===== src/rtl/bin_state_xfer.sv =====
// Moves one bin's variable/level states between the global state RAMs and state_list.
// LOAD streams RAM reads into engine write strobes; STORE writes a start-cycle snapshot back to RAM.
module bin_state_xfer #(
    parameter int unsigned NUM_VARS         = 8,
    parameter int unsigned NUM_LVLS         = 8,
    parameter int unsigned WIDTH_VAR_STATES = 17,
    parameter int unsigned WIDTH_LVL_STATES = 11,
    parameter int unsigned WIDTH_LVL        = 16,
    parameter int unsigned WIDTH_BIN        = 10,
    parameter int unsigned WIDTH_VIDX       = 3,
    parameter int unsigned WIDTH_LIDX       = 3
) (
    input  logic                                   clk,
    input  logic                                   rst,
    input  logic                                   start_load_i,
    input  logic                                   start_store_i,
    input  logic [WIDTH_BIN-1:0]                   bin_num_i,
    input  logic [WIDTH_LVL-1:0]                   base_lvl_i,
    output logic                                   busy_o,
    output logic                                   done_load_o,
    output logic                                   done_store_o,
    output logic [WIDTH_BIN+WIDTH_VIDX-1:0]        var_ram_addr_o,
    output logic                                   var_ram_re_o,
    output logic                                   var_ram_we_o,
    output logic [WIDTH_VAR_STATES-1:0]            var_ram_wdata_o,
    input  logic [WIDTH_VAR_STATES-1:0]            var_ram_rdata_i,
    output logic [WIDTH_BIN+WIDTH_LIDX-1:0]        lvl_ram_addr_o,
    output logic                                   lvl_ram_re_o,
    output logic                                   lvl_ram_we_o,
    output logic [WIDTH_LVL_STATES-1:0]            lvl_ram_wdata_o,
    input  logic [WIDTH_LVL_STATES-1:0]            lvl_ram_rdata_i,
    output logic [NUM_VARS-1:0]                    wr_var_states_o,
    output logic [WIDTH_VAR_STATES*NUM_VARS-1:0]   vars_states_o,
    output logic [NUM_LVLS-1:0]                    wr_lvl_states_o,
    output logic [WIDTH_LVL_STATES*NUM_LVLS-1:0]   lvl_states_o,
    output logic                                   base_lvl_en_o,
    output logic [WIDTH_LVL-1:0]                   base_lvl_o,
    input  logic [WIDTH_VAR_STATES*NUM_VARS-1:0]   vars_states_i,
    input  logic [WIDTH_LVL_STATES*NUM_LVLS-1:0]   lvl_states_i
);

    localparam int unsigned N         = (NUM_VARS > NUM_LVLS) ? NUM_VARS : NUM_LVLS;
    localparam int unsigned WIDTH_CNT = (N > 1) ? $clog2(N) : 1;
    localparam logic [WIDTH_CNT:0] NV_L  = (WIDTH_CNT+1)'(NUM_VARS);
    localparam logic [WIDTH_CNT:0] NL_L  = (WIDTH_CNT+1)'(NUM_LVLS);
    localparam logic [WIDTH_CNT-1:0] LAST = WIDTH_CNT'(N - 1);

    typedef enum logic [2:0] {IDLE, LOAD, DRAIN, LDONE, STORE, SDONE} state_t;

    state_t                                     state_q;
    logic [WIDTH_CNT-1:0]                       cnt_q, cnt_d;
    logic [WIDTH_BIN-1:0]                       bin_q;
    logic [NUM_VARS-1:0][WIDTH_VAR_STATES-1:0]  var_snap_q;
    logic [NUM_LVLS-1:0][WIDTH_LVL_STATES-1:0]  lvl_snap_q;
    logic                                       busy_q, done_load_q, done_store_q, base_lvl_en_q;
    logic [WIDTH_LVL-1:0]                       base_lvl_q;
    logic                                       var_re_q, var_we_q, lvl_re_q, lvl_we_q;
    logic [WIDTH_BIN+WIDTH_VIDX-1:0]            var_addr_q;
    logic [WIDTH_BIN+WIDTH_LIDX-1:0]            lvl_addr_q;
    logic [WIDTH_VAR_STATES-1:0]                var_wdata_q;
    logic [WIDTH_LVL_STATES-1:0]                lvl_wdata_q;
    logic                                       var_vld_q, lvl_vld_q;
    logic [WIDTH_VIDX-1:0]                      var_idx_q;
    logic [WIDTH_LIDX-1:0]                      lvl_idx_q;

    logic [NUM_VARS-1:0][WIDTH_VAR_STATES-1:0]  var_in_c, var_slots_c;
    logic [NUM_LVLS-1:0][WIDTH_LVL_STATES-1:0]  lvl_in_c, lvl_slots_c;
    logic [WIDTH_CNT-1:0]                       step_cnt_c;
    logic [WIDTH_VIDX-1:0]                      vidx_c;
    logic [WIDTH_LIDX-1:0]                      lidx_c;
    logic                                       var_act_c, lvl_act_c;
    logic [WIDTH_VAR_STATES-1:0]                var_wdata_c;
    logic [WIDTH_LVL_STATES-1:0]                lvl_wdata_c;

    assign var_in_c = vars_states_i;
    assign lvl_in_c = lvl_states_i;
    assign cnt_d    = cnt_q + WIDTH_CNT'(1);

    // Element index issued on the next cycle: 0 when starting, cnt+1 while stepping.
    assign step_cnt_c  = (state_q == IDLE) ? '0 : cnt_d;
    assign vidx_c      = WIDTH_VIDX'(step_cnt_c);
    assign lidx_c      = WIDTH_LIDX'(step_cnt_c);
    assign var_act_c   = {1'b0, step_cnt_c} < NV_L;
    assign lvl_act_c   = {1'b0, step_cnt_c} < NL_L;
    assign var_wdata_c = (state_q == IDLE) ? var_in_c[0] : var_snap_q[vidx_c];
    assign lvl_wdata_c = (state_q == IDLE) ? lvl_in_c[0] : lvl_snap_q[lidx_c];

    always_ff @(posedge clk) begin
        if (rst) begin
            state_q       <= IDLE;
            cnt_q         <= '0;
            bin_q         <= '0;
            var_snap_q    <= '0;
            lvl_snap_q    <= '0;
            busy_q        <= 1'b0;
            done_load_q   <= 1'b0;
            done_store_q  <= 1'b0;
            base_lvl_en_q <= 1'b0;
            base_lvl_q    <= '0;
            var_re_q      <= 1'b0;
            var_we_q      <= 1'b0;
            lvl_re_q      <= 1'b0;
            lvl_we_q      <= 1'b0;
            var_addr_q    <= '0;
            lvl_addr_q    <= '0;
            var_wdata_q   <= '0;
            lvl_wdata_q   <= '0;
            var_vld_q     <= 1'b0;
            lvl_vld_q     <= 1'b0;
            var_idx_q     <= '0;
            lvl_idx_q     <= '0;
        end else begin
            var_re_q      <= 1'b0;
            var_we_q      <= 1'b0;
            lvl_re_q      <= 1'b0;
            lvl_we_q      <= 1'b0;
            var_addr_q    <= '0;
            lvl_addr_q    <= '0;
            var_wdata_q   <= '0;
            lvl_wdata_q   <= '0;
            done_load_q   <= 1'b0;
            done_store_q  <= 1'b0;
            base_lvl_en_q <= 1'b0;
            // Read-return pipeline: data arrives the cycle after the read enable.
            var_vld_q     <= var_re_q;
            lvl_vld_q     <= lvl_re_q;
            var_idx_q     <= var_addr_q[WIDTH_VIDX-1:0];
            lvl_idx_q     <= lvl_addr_q[WIDTH_LIDX-1:0];

            case (state_q)
                IDLE: begin
                    if (start_load_i) begin
                        state_q    <= LOAD;
                        cnt_q      <= '0;
                        bin_q      <= bin_num_i;
                        base_lvl_q <= base_lvl_i;
                        busy_q     <= 1'b1;
                        var_re_q   <= var_act_c;
                        lvl_re_q   <= lvl_act_c;
                        var_addr_q <= var_act_c ? {bin_num_i, vidx_c} : '0;
                        lvl_addr_q <= lvl_act_c ? {bin_num_i, lidx_c} : '0;
                    end else if (start_store_i) begin
                        state_q     <= STORE;
                        cnt_q       <= '0;
                        bin_q       <= bin_num_i;
                        var_snap_q  <= var_in_c;
                        lvl_snap_q  <= lvl_in_c;
                        busy_q      <= 1'b1;
                        var_we_q    <= var_act_c;
                        lvl_we_q    <= lvl_act_c;
                        var_addr_q  <= var_act_c ? {bin_num_i, vidx_c} : '0;
                        lvl_addr_q  <= lvl_act_c ? {bin_num_i, lidx_c} : '0;
                        var_wdata_q <= var_act_c ? var_wdata_c : '0;
                        lvl_wdata_q <= lvl_act_c ? lvl_wdata_c : '0;
                    end
                end
                LOAD: begin
                    if (cnt_q == LAST) begin
                        state_q <= DRAIN;
                    end else begin
                        cnt_q      <= cnt_d;
                        var_re_q   <= var_act_c;
                        lvl_re_q   <= lvl_act_c;
                        var_addr_q <= var_act_c ? {bin_q, vidx_c} : '0;
                        lvl_addr_q <= lvl_act_c ? {bin_q, lidx_c} : '0;
                    end
                end
                DRAIN: begin
                    state_q       <= LDONE;
                    done_load_q   <= 1'b1;
                    base_lvl_en_q <= 1'b1;
                end
                STORE: begin
                    if (cnt_q == LAST) begin
                        state_q      <= SDONE;
                        done_store_q <= 1'b1;
                    end else begin
                        cnt_q       <= cnt_d;
                        var_we_q    <= var_act_c;
                        lvl_we_q    <= lvl_act_c;
                        var_addr_q  <= var_act_c ? {bin_q, vidx_c} : '0;
                        lvl_addr_q  <= lvl_act_c ? {bin_q, lidx_c} : '0;
                        var_wdata_q <= var_act_c ? var_wdata_c : '0;
                        lvl_wdata_q <= lvl_act_c ? lvl_wdata_c : '0;
                    end
                end
                LDONE, SDONE: begin
                    state_q <= IDLE;
                    cnt_q   <= '0;
                    busy_q  <= 1'b0;
                end
                default: begin
                    state_q <= IDLE;
                    cnt_q   <= '0;
                    busy_q  <= 1'b0;
                end
            endcase
        end
    end

    // Engine-side write port is driven straight from RAM read data.
    always_comb begin
        wr_var_states_o = '0;
        wr_lvl_states_o = '0;
        var_slots_c     = '0;
        lvl_slots_c     = '0;
        if (var_vld_q) begin
            wr_var_states_o[var_idx_q] = 1'b1;
            var_slots_c[var_idx_q]     = var_ram_rdata_i;
        end
        if (lvl_vld_q) begin
            wr_lvl_states_o[lvl_idx_q] = 1'b1;
            lvl_slots_c[lvl_idx_q]     = lvl_ram_rdata_i;
        end
    end

    assign vars_states_o   = var_slots_c;
    assign lvl_states_o    = lvl_slots_c;
    assign busy_o          = busy_q;
    assign done_load_o     = done_load_q;
    assign done_store_o    = done_store_q;
    assign base_lvl_en_o   = base_lvl_en_q;
    assign base_lvl_o      = base_lvl_q;
    assign var_ram_addr_o  = var_addr_q;
    assign var_ram_re_o    = var_re_q;
    assign var_ram_we_o    = var_we_q;
    assign var_ram_wdata_o = var_wdata_q;
    assign lvl_ram_addr_o  = lvl_addr_q;
    assign lvl_ram_re_o    = lvl_re_q;
    assign lvl_ram_we_o    = lvl_we_q;
    assign lvl_ram_wdata_o = lvl_wdata_q;

endmodule

===== config.mk =====
export PLATFORM = sky130hd
export DESIGN_NAME = bin_state_xfer
export DESIGN_NICKNAME = d
export VERILOG_FILES = /design/src/rtl/bin_state_xfer.sv
export SDC_FILE = /design/constraint.sdc
export NUM_CORES = 1
export LEC_CHECK = 0
export ABC_CLOCK_PERIOD_IN_PS = 1900
export CELL_PAD_IN_SITES_DETAIL_PLACEMENT = 0
export CELL_PAD_IN_SITES_GLOBAL_PLACEMENT = 1
export CORE_MARGIN = 8
export CORE_UTILIZATION = 25
export CTS_BUF_LIST = sky130_fd_sc_hd__clkbuf_4 sky130_fd_sc_hd__clkbuf_8
export CTS_CLUSTER_DIAMETER = 30
export DETAILED_ROUTE_END_ITERATION = 12
export PLACE_DENSITY = 0.79
export SLEW_MARGIN = 20
export SYNTH_ARGS = -nofsm -noshare
export SYNTH_HDL_FRONTEND = slang
export SYNTH_SLANG_ARGS = --single-unit

===== constraint.sdc =====
create_clock -name clk -period 1.9 [get_ports clk]
set_clock_uncertainty 0.05 [all_clocks]
set_input_delay 0.38 -clock clk [delete_from_list [all_inputs] [get_ports clk]]
set_output_delay 0.38 -clock clk [all_outputs]
set_load 0.01 [all_outputs]

Word level (Yosys, flattened, before mapping):

Cells that the tools add are included.

* bits in registers: 306
* output and inout bits: 318
* logic and storage cells: 110

* $add $sub $neg: 1
* order comparisons: 3
* eq/ne operators: 8
* multiplexer cells: 50
* bitwise operators: 6
* reductions and logical operators: 12

Operators with widths (count)
* $and A136 B136 Y136: 1
* $mux W136: 1
* $mux W17: 6
* $and A88 B88 Y88: 1
* $mux W88: 1
* $mux W11: 6
* $bmux W17 S3: 1
* $demux W17 S3: 1
* $mux W13: 3
* $pmux W17 S2: 1
* $bmux W11 S3: 1
* $demux W11 S3: 1
* $pmux W13 S2: 1
* $mux W3: 8
* $pmux W11 S2: 1
* $mux W10: 2
* $pmux W3 S4: 1
* $mux W1: 9
* $pmux W3 S3: 1
* $reduce_and A3 Y1: 3
* $lt A3 B4 Y1 const B: 2
* $mux W8: 1
* $eq A3 B3 Y1 const B: 2
* $ne A2 B2 Y1 const B: 3
* other kinds (14): 22

Depth between registers and ports, before layout:

Gate-level depths: netlist of run 1.

* depth in word-level cells: 8
* mapped depth: 8
* depth with buffers taken out: 6

Worst setup path before layout of run 1:

OpenSTA, ideal clock, no wires.

* path kind: flip-flop to flip-flop
* start: reg cnt_q[0]
* end: reg var_wdata_q[10], in the netlist var_ram_wdata_o[10]
* library setup time: 103 ps
* arrival: 1791 ps
* required time: 1747 ps
* slack: -44 ps
* stages on the path, launching flop included: 8
* clock period less this slack: 1944 ps
* cells stage by stage: dfxtp_1 > ha_1 > buf_2 > inv_1 > a21oi_2 > clkbuf_1 > o221ai_1 > a2111oi_2

* word-level cells in the longest chain between the ends: 8
* elaborated cells between the ends (all ways): 10
* those cells by class: add/sub (1); eq/ne (1); mux (8)

Ends and longest elaborated chain
* from (decl): line 51 `logic [WIDTH_CNT-1:0] cnt_q, cnt_d;`
* from (signal assigned): line 161 `cnt_q <= cnt_d;`
* from (signal assigned): line 178 `cnt_q <= cnt_d;`
* $add A3 B1 Y3: line 77 `assign cnt_d = cnt_q + WIDTH_CNT'(1);`
* $mux W3: line 80 `assign step_cnt_c = (state_q == IDLE) ? '0 : cnt_d;`
* $bmux W17 S3: line 85 `assign var_wdata_c = (state_q == IDLE) ? var_in_c[0] : var_snap_q[vidx_c];`
* $mux W17 (implied by the code): line 85
* $mux W17: line 85
* $mux W17: line 142 `end else if (start_store_i) begin`
* $mux W17: line 132 `if (start_load_i) begin`
* $pmux W17 S2 (*): line 130 `case (state_q)`
* to (signal assigned): line 153 `var_wdata_q <= var_act_c ? var_wdata_c : '0;`
* to (signal assigned): line 183 `var_wdata_q <= var_act_c ? var_wdata_c : '0;`
* to (decl): line 60 `logic [WIDTH_VAR_STATES-1:0] var_wdata_q;`

Mark *: on every way between the ends. The rest lies on a longest branch, timed or not. The select of a mux whose other input is x is not followed.
A chain may end at the register's enable or synchronous reset.

Worst setup path after layout of run 1:

* start: reg lvl_idx_q[0]
* end: out lvl_states_o[29]

* word-level cells in the longest chain between the ends: 6
* elaborated cells between the ends (all ways): 7
* those cells by class: order compare (2); mux (3); bitwise (1); reduce/logical (1)

Ends and longest elaborated chain
* from (decl): line 64 `logic [WIDTH_LIDX-1:0] lvl_idx_q;`
* from (signal assigned): line 128 `lvl_idx_q <= lvl_addr_q[WIDTH_LIDX-1:0];`
* $lt A3 B4 Y1 (implied by the code) / $ge A3 B1 Y1 (equally long branches): line 213 `lvl_slots_c[lvl_idx_q] = lvl_ram_rdata_i;`
* $logic_and A1 B1 Y1 (implied by the code): line 213
* $mux W11 (implied by the code): line 213
* $demux W11 S3 (*): line 213
* $and A88 B88 Y88 (no line) (*)
* $mux W88 (*): line 211 `if (lvl_vld_q) begin`
* to (decl): line 35 `output logic [WIDTH_LVL_STATES*NUM_LVLS-1:0] lvl_states_o,`

Mark *: on every way between the ends. The rest lies on a longest branch, timed or not.

==> impl_results.md, run 1 <==
- Rows: 87
- GRT Residual Overflow: 0
- Footprint of the multi-input gates: 8620 µm²
- CP startpoint kind: register
- Average cell area after synthesis: 7.76 µm²
- Required @ worst endpoint: 1.47 ns
- Max-slew headroom: 0.642
- Die area: 64,800 µm²
- Most frequent cell after synthesis: nand2_1
- Synth top area share: 0.431
- Post-route minimum period: 2.48 ns
- Worst-path clk slew: 0.05 ns
- Worst slew pin tran: 0.537 ns
- FF+latch area: 6150 µm²
- Post-synthesis net count: 2,115
- Metal3 WL: 6.68 mm
- CTS Sinks: 306
- Critical Path End Type: primary output
- Commonest cells post-synth: 521 x nand2_1, 306 x dfxtp_1, 289 x a21oi_1
- Avg WL per Cell: 23.3 µm
- DRC Markers: 0
- Core ar.: 56,300 µm²
- Initial Util: 0.253
- Asr flop ratio synth: 0
- Final slew viol count: 0
- CTS H-tree lvls: 3
- Gpl congestion: 0.841
- Hold Path Stages: 3
- Maximum VDD drop: 0.530 mV
- Vias per inst: 4.78
- Reg2reg path depth: 8
- Overall Power: 0.0245 W
- CP max FO: 5
- Via count: 16,411
- Synth cell types: 46
- Die W: 254 µm
- Synthesized area: 14,200 µm²
- DP HPWL: 51.1 mm
- Final Util: 0.488
- Port buffer count: 599
- Critical Path AT: 2.05 ns
- TritonCTS Buffers: 80
- Residual antenna-violating net count after detailed routing: 0
- Synth area leaders: dfxtp_1 43%, nand2_1 14%, a21oi_1 10%
- Syn Inst Count: 1,831
- Top-level I/O count: 600
- Global-route wire length before repair: 105 mm
- Length of routed wiring on met1: 28.0 mm
- Area Overhead vs Synth: 93.0%
- Worst Path Class, Setup: reg2out
- Pre-antenna DRT Iters: 5
- Antenna violations before repair: 17
- Worst slack at placement: -0.499 ns
- Hold Violations, Final: 0
- Largest net degree at the start of global routing: 99
- Setup slack after layout: -0.576 ns
- RSZ-0062 raised after global routing: yes
- Total negative slack: -105.78 ns
- Hold WC Path Type: in2reg
- Setup Viol. Count Final: 266
- Period utilization: 1.30
- LEAKAGE: 11.8 nW
- Die Span Y: 254 µm
- Number of flops mapped to enable cells by yosys: 0
- Root Buffer: clkbuf_8
- Detailed-route wire length: 79.8 mm
- Largest area contributor in the netlist: dfxtp_1
- Seq/Total Area, Yosys: 0.431
- Max Buffers Root-to-Sink: 3
- Fin Hold WS: 0.235 ns
- Seq cells post-synth: 306
- Worst skew pair latency: 0.64 ns
- Layout fillers: 5,160
- Max-cap violations: 0
- Vias in the first global route: 16,136
- Final nets: 2,884
- Outcome: finished, violations left
- Pwr/cell area: 893 nW/µm²
- DR WL met2: 40.9 mm
- CTS tree: done
- Violated checks: setup timing
- Yosys warning total: 0
- Drt initial violations: 855
- Top achievable clock speed: 404 MHz
- All-layer global routing usage: 0.216
- DR top layer: met5
- Share of cells above drive strength 1: 0.367
- Post-synth top flop: dfxtp_1
-- flip-flops by register name (all words and copies together), names as in the netlist, 3 cells and up --
register         count
lvl_snap_q          88
var_snap_q         136
state_q              3
bin_q               10
base_lvl_o          16
lvl_idx_q            3
lvl_ram_addr_o      13
var_ram_wdata_o     17
cnt_q                3
lvl_ram_wdata_o     11
-- metrics by stage --
step           instance area (µm²)  cells
2_1_floorplan                14200   1831
3_3_place_gp                 21700   3124
3_5_place_dp                 21700   3124
4_1_cts                      24600   3341
5_1_grt                      27400   3425
6_report                     27400   3431
-- cell type report --
type | instances | area share
antenna | 8 | 0.000730
clock buffer | 102 | 0.0491
clock inverter | 47 | 0.0211
inverter | 2 | 0.000365
multi-input combinational | 1342 | 0.314
sequential | 306 | 0.224
tap | 756 | 0.0345
timing repair buffer | 868 | 0.356
-- power by group --
group          switching [W]  internal, W
logic                0.00368      0.00360
registers           0.000315      0.00695
clock network        0.00362      0.00635
-- cells by family (layout without fill, tap and decap cells) --
| logic type | after synthesis | in the layout | synth area share |
|---|---|---|---|
| AND/OR/NAND/NOR | 867 | 868 | 0.282 |
| AO/OA/AOI/OAI | 413 | 413 | 0.177 |
| flip-flops | 306 | 306 | 0.431 |
| buffers and inverters | 184 | 1019 | 0.0624 |
| multiplexers | 58 | 58 | 0.0450 |
| adder cells (fa/ha/maj) | 2 | 2 | 0.00176 |
| XOR/XNOR | 1 | 1 | 0.000616 |
| other | 0 | 8 | 0 |
-- cell usage in the layout, fill, tap and decap left out, drive strengths merged, types with 5 or more instances in the layout --
| master | netlist | final |
|---|---|---|
| inv | 2 | 5 |
| clkdlybuf4s50 | 0 | 280 |
| a2111oi | 27 | 27 |
| dfxtp | 306 | 306 |
| nand2b | 9 | 9 |
| clkinv | 0 | 24 |
| a2bb2oi | 7 | 7 |
| nand3b | 26 | 26 |
| mux2i | 29 | 29 |
| nor3 | 8 | 8 |
| clkdlybuf4s15 | 0 | 14 |
| nand2 | 521 | 521 |
| o221ai | 28 | 28 |
| bufinv | 0 | 12 |
| dlymetal6s2s | 0 | 75 |
| a22oi | 22 | 22 |
| and2 | 226 | 227 |
| nor2 | 63 | 63 |
| o21ai | 28 | 28 |
| mux2 | 27 | 27 |
| clkinvlp | 0 | 8 |
| clkbuf | 99 | 122 |
| a21oi | 290 | 290 |
| nor2b | 7 | 7 |
| buf | 83 | 478 |
| diode | 0 | 8 |
-- layer usage --
metal  GRT usage  vias up
li1            -     7657
met1       0.210     7856
met2       0.407      704
met3      0.0692      182
met4       0.105       12
met5           0        -
-- repair_timing --
| item | in CTS | in global routing |
|---|---|---|
| pin swaps | 31 | 111 |
| endpoints found under the setup margin | 341 | 417 |
| gates cloned | 20 | 18 |
| hold buffers | 1 | 0 |
| hold endpoints to repair | 1 | 0 |
| resized for setup | 940 | 736 |
| buffers inserted | 49 | 93 |
-- worst max-delay path: stages (launching register included) --
cell and delay, ns:
dfxtp_2 0.34, nand2b_4 0.19, buf_6 0.14, nor2_4 0.11, buf_6 0.14, buf_12 0.14, buf_6 0.10, and2_4 0.15
buf_6 0.11
-- worst paths after layout --
check / start / endpoint / slack, ns
worst min-delay path: lvl_states_i[51] / lvl_snap_q[51]$_SDFFE_PP0P_ / 0.24
worst max register to register: cnt_q[1]$_SDFFE_PP0P_ / lvl_ram_wdata_o[0]$_SDFF_PP0_ / -0.18
worst max-delay path: lvl_idx_q[0]$_SDFF_PP0_ / lvl_states_o[29] / -0.58
worst min register to register: var_snap_q[117]$_SDFFE_PP0P_ / var_snap_q[117]$_SDFFE_PP0P_ / 0.40
No activity file was read; power rests on OpenSTA's default activity.
==> inputs of run 2 (changes only) <==
--- a/config.mk
+++ b/config.mk
@@ -13,6 +13,7 @@
 export CTS_BUF_LIST = sky130_fd_sc_hd__clkbuf_4 sky130_fd_sc_hd__clkbuf_8
 export CTS_CLUSTER_DIAMETER = 30
 export DETAILED_ROUTE_END_ITERATION = 12
+export HOLD_SLACK_MARGIN = 0.08
 export PLACE_DENSITY = 0.79
 export SLEW_MARGIN = 20
 export SYNTH_ARGS = -nofsm -noshare
==> results of run 2 <==
Final layout, timing and power as in run 1 (identical DEF).
